<file path="config.mk">
export PLATFORM = sky130hd
export DESIGN_NAME = shift_sched_ctrl
export DESIGN_NICKNAME = d
export VERILOG_FILES = /design/src/rtl/shift_sched_ctrl.sv
export SDC_FILE = /design/constraint.sdc
export NUM_CORES = 1
export LEC_CHECK = 0
export BUFFER_PORTS_ARGS = -buffer_cell sky130_fd_sc_hd__buf_4
export CORE_AREA = 2 2 52 54
export CTS_CLUSTER_DIAMETER = 100
export DETAILED_ROUTE_END_ITERATION = 10
export DIE_AREA = 0 0 54 56
export GPL_ROUTABILITY_DRIVEN = 0
export PLACE_DENSITY = 0.69
export SYNTH_ARGS = -nofsm -noshare
export SYNTH_HDL_FRONTEND = slang
export SYNTH_SLANG_ARGS = --single-unit
</file>
<file path="constraint.sdc">
create_clock -name clk -period 3.3 [get_ports clk]
set_clock_uncertainty 0.1 [all_clocks]
set_input_delay 0.495 -clock clk [delete_from_list [all_inputs] [get_ports clk]]
set_output_delay 0.495 -clock clk [all_outputs]
set_load 0.005 [all_outputs]
</file>
<file path="src/rtl/shift_sched_ctrl.sv">
// shift_sched_ctrl
//   Two-requester round-robin arbiter in front of a shared right-shift
//   serializer. The winning requester's parallel word is captured and shifted
//   out LSB-first over a valid/ready serial port. At the end of each transfer
//   a done pulse is raised and the owner tag identifies who was served.
//
// Ports
//   clk        rising-edge clock
//   reset      asynchronous, active-high reset
//   req[1:0]   per-requester request (held until the matching gnt bit)
//   data0/1    requester parallel words
//   flush      synchronous abort of the current transfer / blocks arbitration
//   ser_ready  consumer accepts the current beat
//   gnt[1:0]   one-cycle one-hot pulse: that requester's word was captured
//   ser_out    current serial bit (shift register bit 0)
//   ser_valid  beat valid
//   busy       transfer in progress
//   owner      requester currently (or last) served
//   done       one-cycle pulse after the final beat is accepted
module shift_sched_ctrl #(
  parameter int WIDTH = 8,
  parameter int CNT_W = 4
) (
  input  logic             clk,
  input  logic             reset,
  input  logic [1:0]       req,
  input  logic [WIDTH-1:0] data0,
  input  logic [WIDTH-1:0] data1,
  input  logic             flush,
  input  logic             ser_ready,
  output logic [1:0]       gnt,
  output logic             ser_out,
  output logic             ser_valid,
  output logic             busy,
  output logic             owner,
  output logic             done
);

  typedef enum logic {IDLE = 1'b0, SHIFT = 1'b1} state_t;

  state_t           state, state_nxt;
  logic [WIDTH-1:0] sreg;
  logic [CNT_W-1:0] cnt;
  logic             rr;     // requester favoured when both request
  logic             win;    // arbitration winner this cycle
  logic             take;   // a grant happens on this edge
  logic             last;   // final beat is accepted on this edge

  // Round-robin pick: a lone requester wins outright, a tie goes to rr.
  always_comb begin
    win = 1'b0;
    if (req == 2'b11) win = rr;
    else              win = req[1];
  end

  assign take = (state == IDLE) && !flush && (req != 2'b00);
  assign last = (state == SHIFT) && !flush && ser_ready && (cnt == '0);

  // State register
  always_ff @(posedge clk or posedge reset) begin
    if (reset) state <= IDLE;
    else       state <= state_nxt;
  end

  // Next-state logic
  always_comb begin
    state_nxt = state;
    case (state)
      IDLE:  if (take) state_nxt = SHIFT;
      SHIFT: if (flush || last) state_nxt = IDLE;
      default: state_nxt = IDLE;
    endcase
  end

  // Datapath and registered pulses. gnt/done default low so they only ever
  // last one cycle; they cannot coincide since gnt is set only from IDLE and
  // done only from SHIFT.
  always_ff @(posedge clk or posedge reset) begin
    if (reset) begin
      sreg  <= '0;
      cnt   <= '0;
      rr    <= 1'b0;
      gnt   <= 2'b00;
      done  <= 1'b0;
      owner <= 1'b0;
    end else begin
      gnt  <= 2'b00;
      done <= 1'b0;
      case (state)
        IDLE: begin
          if (take) begin
            sreg  <= win ? data1 : data0;
            cnt   <= CNT_W'(WIDTH - 1);
            owner <= win;
            gnt   <= win ? 2'b10 : 2'b01;
            rr    <= ~win;
          end
        end
        SHIFT: begin
          if (flush) begin
            // Abort: drop the word, keep owner and rr untouched, no done.
            sreg <= '0;
            cnt  <= '0;
          end else if (ser_ready) begin
            sreg <= sreg >> 1;
            cnt  <= cnt - CNT_W'(1);
            if (cnt == '0) done <= 1'b1;
          end
        end
        default: ;
      endcase
    end
  end

  // Output logic
  always_comb begin
    ser_valid = (state == SHIFT);
    busy      = (state == SHIFT);
    ser_out   = sreg[0];
  end

endmodule

</file>
==> results.toml, run 1 <==
[route]
antenna_left = 0
first_pass_iters = 4
drt_iter0_markers = 7
routed-via-count = 822
vias_per_cell = 5.043
wl_per_cell_um = 12.52
drt_wl_total_um = 2041
drc = 0

[synth]
yosys_warnings = 0
synth_area_um2 = 1037
ys_types = 29
synthArstFlopShare_pct = 100.0
syn_avg_cell_area_um2 = 9.694
syn_inst = 107
ys.flop_type = "dfrtp_1"
synth-edff-count = 0
ys_ff_latch = 18
syn-num-nets = 130
ys_seq_area_share_pct = 43.43

[worst_setup_path]
crit_buf_inv = 1
slowest_delay_ps = 930
crit_arrival_ps = 1450
crit_chain = "buf_4"
required_ps = 2700
path_max_fanout = 27
critPathKind = "reg -> out"
critPathCaptureType = "primary output"
worst_path_max_delay_cell = "dfrtp_1"
cp_top_family = "flip-flops"
start_kind = "register"

[finish]
fill_cells = 224
finalNonFillerCells = 163
final_nets = 157
fin_util_pct = 52.57
syn_to_final_growth_pct = 23.28
num_antenna_cells = 0
layout-drive-gt1-share_pct = 27.82
multi_input_area_um2 = 506.7
seq_area_um2 = 450.4

[placed_design]
dp_hpwl_um = 1490
io_buffers = 28
dpl.cell_count = 159

[sta]
setup_violations = 0
fin_crit_sh_pct = 62.00
drv_slew = 0
hold_violations = 0
slew-limit-headroom_pct = 42.11
rsz0062_at_grt = "no"
min_period_ps = 2046
whs_ps = 187.9
fmax_mhz = 488.8
tightest_slew_ps = 868.3
finalSetupTns_ps = 0

[clocking]
cts_setup_buffers = 0
cts_tree = "done"
path_clk_slew_ps = 110
clock-root-buffer = "clkbuf_4"
clk_latency_ps = 300
clkSinkCount = 18
clockBufferDepth = 2
htreeDepth = 1
cts_resized = 0
cts_buffers = 3
hold_buffers = 0

[global_routing]
grt_pass1_wl_um = 3560
grt_start_max_net_pins = 28
track_usage_pct = 15.80
antenna_found_initial = 0
grt_overflow = 0
grt_pass1_vias = 809

[floorplan]
num_rows = 18
die_h_um = 56
start_util_pct = 42.64
core_area_um2 = 2432
die_w_um = 54
pin_count = 29
die-area_um2 = 3024

[power]
pwr_density_cell_nw_per_um2 = 572.3
p_leak_uw = 0.0006260
vdd_drop_max_uv = 250.4
power_uw = 731.8

[hold_path]
holdCritPathClass = "in -> async"

[run]
drv_cap = 0

[status]
outcome = "complete, no violations"
==> cells by family (layout without fill, tap and decap cells) <==
kind of cell	count (synthesis)	in the layout	synth area share, %
simple gates	43	43	23.04
compound gates	20	20	15.08
flops	18	18	43.43
buf+inv	15	41	7.719
mux	9	9	8.686
fa+ha+maj	1	1	1.206
xor+xnor	1	1	0.8445
==> placed cells by master (no fill, tap or decap) <==
| cell type | n |
|---|---|
| a21boi_1 | 2 |
| a21o_1 | 2 |
| a2bb2oi_2 | 1 |
| a31oi_1 | 7 |
| a32oi_1 | 1 |
| and2_1 | 2 |
| and2b_1 | 1 |
| buf_4 | 29 |
| clkbuf_4 | 3 |
| clkbuf_8 | 1 |
| dfrtp_1 | 18 |
| ha_1 | 1 |
| inv_1 | 8 |
| mux2i_1 | 9 |
| nand2_1 | 11 |
| nand2b_4 | 1 |
| nand3_1 | 1 |
| nor2_1 | 9 |
| nor2b_1 | 15 |
| nor4b_2 | 1 |
| nor4bb_1 | 1 |
| o211a_1 | 1 |
| o21ai_0 | 2 |
| o21ai_1 | 1 |
| o22ai_1 | 2 |
| o31ai_4 | 1 |
| or3_1 | 1 |
| xnor2_1 | 1 |
==> metrics by stage <==
step / cell area (um^2) / setup WS (ps)
after CTS: 1279 / 1229
after global placement: 1242 / 1505
final: 1279 / 1254
after floorplan: 1037 / 1831
after detailed placement: 1242 / 1438
after global routing: 1279 / 1146
==> cell type report <==
cell class / count / area share (%)
repair buffers: 29 / 17.03
flip-flops and latches: 18 / 35.22
multi-input cells: 74 / 39.63
clock buffers: 4 / 2.838
well taps: 30 / 2.935
inverters: 8 / 2.348
==> sequential cells by signal, indices dropped and copies added (netlist names) <==
signal	flops
busy	1
cnt	4
done	1
gnt	2
owner	1
rr	1
sreg	8
==> synth_stat cells (all sizes together) (2+ instances only) <==
master / number / area share, %
inv: 8 / 2.9
clkbuf: 2 / 0.72
mux2i: 9 / 8.7
buf: 5 / 4.1
a31oi: 7 / 4.2
nand2: 11 / 4.0
a21boi: 2 / 1.4
dfrtp: 18 / 43
a21o: 2 / 1.4
nor2b: 15 / 9.0
and2: 2 / 1.2
o21ai: 3 / 1.4
nor2: 9 / 3.3
o22ai: 2 / 1.2
==> where the power goes <==
| part | switching (uW) | internal [uW] |
|---|---|---|
| combinational | 109 | 133 |
| clock | 71.3 | 67.3 |
| sequential | 63.9 | 288 |
==> final timing paths <==
check / start / endpoint / slack [ps] / depth (start not counted)
max in group asynchronous: reset / cnt[3] / 2470 / 2
setup / recovery: busy / busy / 1250 / 1
min in group clk: owner / owner / 390 / 2
hold reg to reg: owner / owner / 390 / 2
setup reg to reg: busy / rr / 1430 / 3
hold / removal: reset / sreg[1] / 190 / 2
==> per-layer routing <==
metal  up-vias  share of wire (%)  global-route usage [%]
met5         -                  0                       0
met4         0               0.93                   6.429
met3         2                3.8                   2.419
met2        23                 47                   23.52
met1       385                 48                   22.37
li1        412                  -                       -
Power figures use the tool's default switching activity.
==> run 2: changes to the inputs <==
==> config.mk (replaced) <==
export PLATFORM = sky130hd
export DESIGN_NAME = shift_sched_ctrl
export DESIGN_NICKNAME = d
export VERILOG_FILES = /design/src/rtl/shift_sched_ctrl.sv
export SDC_FILE = /design/constraint.sdc
export NUM_CORES = 1
export LEC_CHECK = 0
export ABC_AREA = 1
export BUFFER_PORTS_ARGS = -buffer_cell sky130_fd_sc_hd__buf_4
export CORE_AREA = 2 2 53 55
export CTS_CLUSTER_DIAMETER = 100
export DETAILED_ROUTE_END_ITERATION = 10
export DIE_AREA = 0 0 55 57
export GPL_ROUTABILITY_DRIVEN = 0
export PLACE_DENSITY = 0.7
export SYNTH_ARGS = -nofsm -noshare
export SYNTH_HDL_FRONTEND = slang
export SYNTH_SLANG_ARGS = --single-unit
==> constraint.sdc (replaced) <==
create_clock -name clk -period 2 [get_ports clk]
set_clock_uncertainty 0.1 [all_clocks]
set_input_delay 0.3 -clock clk [delete_from_list [all_inputs] [get_ports clk]]
set_output_delay 0.3 -clock clk [all_outputs]
set_load 0.005 [all_outputs]
==> results.toml, run 2 <==
[floorplan]
die_h_um = 57
die-area_um2 = 3135
die_w_um = 55
pin_count = 29
num_rows = 19
start_util_pct = 42.54
core_area_um2 = 2615

[clocking]
path_clk_slew_ps = 100
cts_tree = "done"
cts_buffers = 3
clk_latency_ps = 290
cts_resized = 0
clock-root-buffer = "clkbuf_4"
clkSinkCount = 18
clockBufferDepth = 2
cts_setup_buffers = 0
hold_buffers = 0
htreeDepth = 1

[sta]
slew-limit-headroom_pct = 54.64
finalWorstSetupSlack_ps = 462.4
drv_slew = 0
min_period_ps = 1538
rsz0062_at_grt = "no"
finalSetupTns_ps = 0
whs_ps = -1.341
fmax_mhz = 650.4
tightest_slew_ps = 679.6
hold_violations = 7
setup_violations = 0
fin_crit_sh_pct = 76.88

[finish]
final_nets = 196
layout-drive-gt1-share_pct = 32.75
final_cell_mix = "inv_1, buf_4, nand3_1, nand2_1, dfrtp_1"
fin_area_um2 = 1335
syn_to_final_growth_pct = 20.02
largest-register = "sreg"
num_antenna_cells = 0
reg_top3 = "sreg x8, cnt x4, gnt x2"
largest_reg_flops = 8
final_common_cell = "inv_1"

[route]
first_pass_iters = 4
drt_wl_total_um = 2112
wl_per_cell_um = 10.46
routed-via-count = 963
drc = 0
antenna_left = 0
drt_iter0_markers = 7
vias_per_cell = 4.767

[synth]
synth_common_cells = "inv_1, nand3_1, dfrtp_1, nand2_1, nor2_1"
synthArstFlopShare_pct = 100.0
ys.flop_type = "dfrtp_1"
syn-num-nets = 168
yosys_warnings = 0
syn_avg_cell_area_um2 = 7.671
syn_inst = 145
ys_types = 20
synth-edff-count = 0
synth_top_area_share_pct = 40.49
yosysTopAreaCell = "dfrtp_1"
ys_ff_latch = 18
synth_most_common_cell = "inv_1"
synthTopCellsByArea = "dfrtp_1, inv_1, nand3_1, nand2_1, a21oi_2"
synth_area_um2 = 1112
ys_seq_area_share_pct = 40.49

[global_routing]
track_usage_pct = 15.78
grt_pass1_vias = 892
grt_overflow = 0
grt_start_max_net_pins = 19
grt_pass1_wl_um = 3608
antenna_found_initial = 0

[hold_path]
holdCritPathClass = "in -> async"

[worst_setup_path]
critPathKind = "reg -> reg"
crit_arrival_ps = 1630
crit_chain = "nor2_2 > nand2_2 > nand2_4 > nand3_1 > o21ai_0 > inv_1"
critPathCaptureType = "register"
worst_path_max_delay_cell = "dfrtp_1"
slowest_delay_ps = 510
required_ps = 2090
start_kind = "register"
path_max_fanout = 15

[power]
vdd_drop_max_uv = 436.4
pwr_density_cell_nw_per_um2 = 852.3
intPower_uw = 716.6
p_clk_share_pct = 15.9
p_leak_uw = 0.0007300
power_switching_uw = 421.3
p_comb_share_pct = 37.4
sw_frac_of_total_pct = 37.02
pwr-share-seq_pct = 46.6

[placed_design]
io_buffers = 28
dp_hpwl_um = 1618
post-place-ws_ps = 483.4
place_area_um2 = 1313

[status]
outcome = "finished, violations left"
violations = "negative hold slack"

[run]
drv_cap = 0
## run 2: final timing paths
| path | end | slack [ps] | from | cells after the start |
|---|---|---|---|---|
| worst max-delay path | cnt[2] | 460 | busy | 6 |
| worst min-delay path | busy | -1 | reset | 2 |
| worst min register to register | owner | 420 | owner | 2 |
| worst max register to register | cnt[2] | 460 | busy | 6 |
| min in group clk | sreg[7] | 120 | data0[7] | 3 |
| max in group asynchronous | sreg[6] | 1370 | reset | 2 |
## run 2: power by group through the flow
stage / combinational [uW] / clock (uW) / sequential (uW)
final: 426 / 181 / 531
after CTS: 433 / 181 / 530
after floorplan: 337 / 0 / 518
after detailed placement: 431 / 0 / 538
after global routing: 489 / 196 / 543
after global placement: 424 / 0 / 532
## run 2: per-layer routing
layer	part of all wire (%)	track usage, %	up-vias
li1	-	-	503
met4	1.9	8.362	0
met1	46	21.69	421
met2	46	24.15	35
met5	0	0	-
met3	5.9	1.571	4
## run 2: kinds of logic after synthesis
family	synth area share [%]
AOI/OAI and AO/OA	15.75
adders and majority gates	1.125
buffers and inverters	15.18
DFF	40.49
and+or+nand+nor	27.45
## run 2: worst max-delay path, delay by kind of cell (launching register included)
kind	cells	cell delay (ps)
AOI/OAI and AO/OA	1	90
DFF	1	510
buffers and inverters	1	50
and+or+nand+nor	4	670
## run 2: final cells by class
class	count	area [um^2]
flip-flops and latches	18	450.4
multi-input cells	90	493.0
inverters	32	120.1
well taps	31	38.79
clock buffers	3	22.52
fillers	264	1280
repair buffers	28	210.2
## run 2: per-stage QoR
stage / power (uW) / util [%] / cells / hold WS [ps]
floorplan: 855.4 / - / 145 / 138.6
global placement: 955.7 / 50.19 / 199 / 341.3
detailed placement: 968.5 / 50.19 / 199 / 342.6
CTS: 1144 / 51.05 / 202 / 23.67
global route: 1228 / 51.05 / 202 / 73.07
finish: 1138 / 51.05 / 202 / -1.341
